==> src/rtl/regfile_wb_arb.sv <==
// Register-file write-back arbiter: round-robin grant of one requester per
// cycle onto a single registered write port, plus a pending-write scoreboard.
module regfile_wb_arb #(
  parameter int NREQ = 3,
  parameter int DW   = 32,
  parameter int AW   = 4
) (
  input  logic                 clk,
  input  logic                 rst_n,
  input  logic [NREQ-1:0]      req_valid,
  input  logic [NREQ*AW-1:0]   req_rd,
  input  logic [NREQ*DW-1:0]   req_data,
  output logic [NREQ-1:0]      req_ready,
  input  logic                 wb_stall,
  output logic                 rf_we,
  output logic [AW-1:0]        rf_rw,
  output logic [DW-1:0]        rf_wdata,
  input  logic                 issue_valid,
  input  logic [AW-1:0]        issue_rd,
  input  logic [AW-1:0]        chk_ra,
  input  logic [AW-1:0]        chk_rb,
  output logic                 hazard_a,
  output logic                 hazard_b,
  output logic [(2**AW)-1:0]   busy
);

  localparam int NREG = 2**AW;

  // Handshake: requester i transfers on a cycle where req_valid[i] & req_ready[i];
  // req_ready is combinational, depends on req_valid, and never waits on itself.

  logic [1:0]      ptr_q, ptr_d;
  logic            rf_we_q, rf_we_d;
  logic [AW-1:0]   rf_rw_q, rf_rw_d;
  logic [DW-1:0]   rf_wdata_q, rf_wdata_d;
  logic [NREG-1:0] pending_q, pending_d;

  logic            found;
  logic            go;
  logic [1:0]      grant_idx;
  logic [AW-1:0]   sel_rd;
  logic [DW-1:0]   sel_data;
  logic [NREG-1:0] set_vec;
  logic [NREG-1:0] clr_vec;

  // Two passes implement the circular search starting at ptr.
  always_comb begin
    found     = 1'b0;
    grant_idx = '0;
    for (int i = 0; i < NREQ; i++) begin
      if (!found && req_valid[i] && (i >= int'(ptr_q))) begin
        found     = 1'b1;
        grant_idx = i[1:0];
      end
    end
    for (int i = 0; i < NREQ; i++) begin
      if (!found && req_valid[i] && (i < int'(ptr_q))) begin
        found     = 1'b1;
        grant_idx = i[1:0];
      end
    end
    go = found && !wb_stall && rst_n;
  end

  always_comb begin
    req_ready = '0;
    sel_rd    = '0;
    sel_data  = '0;
    for (int i = 0; i < NREQ; i++) begin
      if (grant_idx == i[1:0]) begin
        req_ready[i] = go;
        sel_rd       = req_rd[i*AW +: AW];
        sel_data     = req_data[i*DW +: DW];
      end
    end
  end

  always_comb begin
    ptr_d = ptr_q;
    if (go) begin
      if (int'(grant_idx) == NREQ - 1) ptr_d = '0;
      else                             ptr_d = grant_idx + 2'd1;
    end
  end

  // A grant to r0 completes the handshake but leaves the write port idle.
  always_comb begin
    rf_we_d    = go && (sel_rd != '0);
    rf_rw_d    = rf_rw_q;
    rf_wdata_d = rf_wdata_q;
    if (rf_we_d) begin
      rf_rw_d    = sel_rd;
      rf_wdata_d = sel_data;
    end
  end

  // Set is applied after clear so a same-cycle issue to the register wins.
  always_comb begin
    set_vec = '0;
    clr_vec = '0;
    for (int r = 0; r < NREG; r++) begin
      set_vec[r] = issue_valid && (issue_rd == r[AW-1:0]);
      clr_vec[r] = go && (sel_rd == r[AW-1:0]);
    end
    pending_d    = (pending_q & ~clr_vec) | set_vec;
    pending_d[0] = 1'b0;
  end

  always_ff @(posedge clk or negedge rst_n) begin
    if (!rst_n) begin
      ptr_q      <= '0;
      rf_we_q    <= 1'b0;
      rf_rw_q    <= '0;
      rf_wdata_q <= '0;
      pending_q  <= '0;
    end else begin
      ptr_q      <= ptr_d;
      rf_we_q    <= rf_we_d;
      rf_rw_q    <= rf_rw_d;
      rf_wdata_q <= rf_wdata_d;
      pending_q  <= pending_d;
    end
  end

  assign rf_we    = rf_we_q;
  assign rf_rw    = rf_rw_q;
  assign rf_wdata = rf_wdata_q;
  assign busy     = pending_q;
  assign hazard_a = pending_q[chk_ra];
  assign hazard_b = pending_q[chk_rb];

endmodule

==> config.mk <==
export PLATFORM = sky130hd
export DESIGN_NAME = regfile_wb_arb
export DESIGN_NICKNAME = d
export VERILOG_FILES = /design/src/rtl/regfile_wb_arb.sv
export SDC_FILE = /design/constraint.sdc
export NUM_CORES = 1
export LEC_CHECK = 0
export CAP_MARGIN = 20
export CORE_AREA = 10 10 101 103
export DETAILED_ROUTE_END_ITERATION = 8
export DIE_AREA = 0 0 111 113
export PLACE_DENSITY_LB_ADDON = 0.1
export SETUP_SLACK_MARGIN = 0.2
export SYNTH_ARGS = -nofsm -noshare
export SYNTH_HDL_FRONTEND = slang
export SYNTH_SLANG_ARGS = --single-unit
==> constraint.sdc <==
create_clock -name clk -period 2.9 [get_ports clk]
set_input_delay 0.87 -clock clk [delete_from_list [all_inputs] [get_ports clk]]
set_output_delay 0.87 -clock clk [all_outputs]
set_load 0.02 [all_outputs]
==> impl_metrics.yaml <==
clock_network:
  htreeDepth: 2
  numCtsBuffers: 5
  cts_hold_buffers: 0
  path_clk_slew_ns: 0.09
  cts_tree: "done"
  clock-sinks: 54
  clockBufferDepth: 2
  cts_root_buf: "clkbuf_8"
  clk_latency_ns: 0.30
yosys:
  synthDominantCellAreaShare_pct: 44.5
  synth-seq-cells: 54
  syn_area_um2: 3040
  yosys-top-cells-area: "dfrtp_1, a222oi_1, mux2i_1"
  ys_seq_area_share_pct: 44.5
  ys_warn_count: 0
  ys_async_sr_fraction_pct: 100
  synth.distinct_cells: 41
  yosysMostFrequentCell: "dfrtp_1"
  synth_commonest_cells: "dfrtp_1, inv_1, a222oi_1, mux2i_1, o21ai_0"
  synth_area_leader_cell: "dfrtp_1"
  synthFlopType: "dfrtp_1"
  postSynthNetCount: 401
  synth_edf_count: 0
  syn_inst: 274
  synth.avg_cell_area_um2: 11.1
grt:
  grt_pass1_vias: 3414
  antenna_found_initial: 0
  grt_max_degree: 55
  grt_usage_pct: 17.3
  overflow: 0
  grt_pass1_wl_um: 18000
critical_path:
  timing.critical_path.from_type: "primary input"
  max_stage_delay_ns: 0.48
  worst_ep_required_time_ns: 2.03
  path_delay_family: "multiplexers"
  crit_chain: "buf_12 -> mux4_2 -> mux4_2 -> buf_6"
  worstSetupPathType: "primary input to output pin"
  critPathSlowestCell: "mux4_2"
  crit_top_cell: "mux4_2"
  end_kind: "output pin"
  arrival_ns: 2.07
  critPathBufInv: 2
  crit_fanout: 5
placement:
  dp_slack_ns: -1.02
  hpwl_um: 9200
  gp_congestion: 0.859
  numPortBuffers: 183
timing:
  relSlewSlack_pct: 52.8
  setup_viol: 2
  skew_ns: 0.00456
  layout_setup_ws_ns: -0.0370
  post-route-period-util_pct: 101
  slew_viol_final: 0
  fin_crit_ns: 2.94
  finalHoldViolCount: 0
  fin_tns_setup_ns: -0.0697
  tightest_slew_ns: 0.708
  max_freq_mhz: 340
  rsz0062_at_grt: "true"
drt:
  drc: 0
  wl_per_cell_um: 19.4
  viasPerCell: 5.27
  drtIter0Drc: 221
  via_count: 3153
  ant_nets: 0
  wirelength_um: 11600
  drt_pre_antenna_iters: 9
die:
  io_pins: 185
  dieWidth_um: 111
  initial_core_util_pct: 37.3
  core_area_um2: 8130
  die_height_um: 113
  fp-row-count: 33
  dieArea_um2: 12500
power_and_ir_drop:
  peakVddDrop_v: 0.000273
  power_density_nw_per_um2: 654
  p_leak_nw: 2.46
cells_and_area:
  syn2layout_area_growth_pct: 80.1
  n_antenna_cell: 0
  multiInputGateArea_um2: 1450
  nets: 619
  drive_gt1_share_pct: 18.3
  fill_cells: 642
  regArea_um2: 1350
outcome:
  violations: "negative setup slack"
  outcome: "finished with violations"
job:
  cap_viol_max_count: 0
hold_path:
  hold_path.class: "flip-flop to flip-flop"
## layer usage
metal / GRT usage, % / vias to the layer above / wire [um]
met5: 0 / - / 0
met4: 3.47 / 0 / 84
met3: 6.97 / 6 / 1020
met2: 31.9 / 130 / 6240
met1: 18.2 / 1526 / 4230
li1: - / 1491 / -
## area by class of cell
type                    count  share of cell area (%)
clock buffers               7                    1.58
clock inverters             1                  0.0915
inverters                  39                    2.68
multi-input cells         163                    26.5
flip-flops and latches     54                    24.7
well taps                 105                    2.40
repair buffers            229                    42.0
## final timing paths
kind                                start            to  slack, ns  cells past startpoint
min in group asynchronous           rst_n      ptr_q[0]       0.75                      2
worst max register to register   ptr_q[1]  rf_wdata[26]       0.42                      9
worst min register to register   rf_rw[0]      rf_rw[0]       0.51                      1
worst min-delay path             rf_rw[0]      rf_rw[0]       0.51                      1
worst max-delay path            chk_ra[0]      hazard_a      -0.04                      4
max in group asynchronous           rst_n       busy[4]       1.66                      2
## state kept, by name, indices dropped and copies added, names as in the netlist
| signal | flops |
|---|---|
| rf_wdata | 32 |
| rf_rw | 4 |
| rf_we | 1 |
| ptr_q | 2 |
| busy | 15 |
## worst register-to-register path: stages (launching register included)
cell and delay [ns]:
dfrtp_1 0.43, nand2b_1 0.19, a31o_1 0.25, buf_6 0.13, a222oi_1 0.43, a21bo_2 0.30
o21bai_4 0.19, buf_6 0.16, buf_12 0.13, mux2i_2 0.21
## report_power, final
part	switching (mW)	internal (mW)	total (mW)
Sequential	0.195	1.01	1.21
Clock	0.241	0.193	0.435
Combinational	0.904	1.03	1.93
## timing repair
item,CTS,global route
cloned,2,1
endpoints found under the hold margin,0,0
buffers inserted,10,2
endpoints found under the setup margin,57,36
gates resized for setup,79,16
pin swaps,6,3
## logic make-up after synthesis
| family | share of synthesized area (%) |
|---|---|
| buffers and inverters | 9.60 |
| AND/OR/NAND/NOR | 5.52 |
| AO/OA/AOI/OAI | 22.7 |
| multiplexers | 17.5 |
| flip-flops | 44.5 |
| other | 0.123 |
## cell usage in the layout, fill, tap and decap left out, types with 5 or more instances in the layout
master | Yosys | final
mux4_2 | 8 | 8
buf_4 | 1 | 34
nand2b_1 | 6 | 5
o21ai_0 | 30 | 28
mux2i_1 | 33 | 32
inv_1 | 38 | 37
clkbuf_8 | 0 | 6
dfrtp_1 | 54 | 54
buf_6 | 1 | 12
nand2_1 | 9 | 9
a222oi_1 | 34 | 34
clkdlybuf4s50_1 | 0 | 169
## stage by stage
| stage | power, mW | hold slack (ns) | cell area, um2 | utilization (%) | instances |
|---|---|---|---|---|---|
| after floorplan | 2.09 | 0.492 | 3050 | - | 274 |
| after global placement | 3.06 | 0.500 | 5100 | 62.7 | 575 |
| after detailed placement | 3.09 | 0.497 | 5100 | 62.7 | 575 |
| after CTS | 3.59 | 0.519 | 5380 | 66.1 | 595 |
| after global routing | 3.79 | 0.547 | 5470 | 67.3 | 598 |
| final | 3.58 | 0.509 | 5470 | 67.3 | 598 |
(Power assumes the default switching activity.)
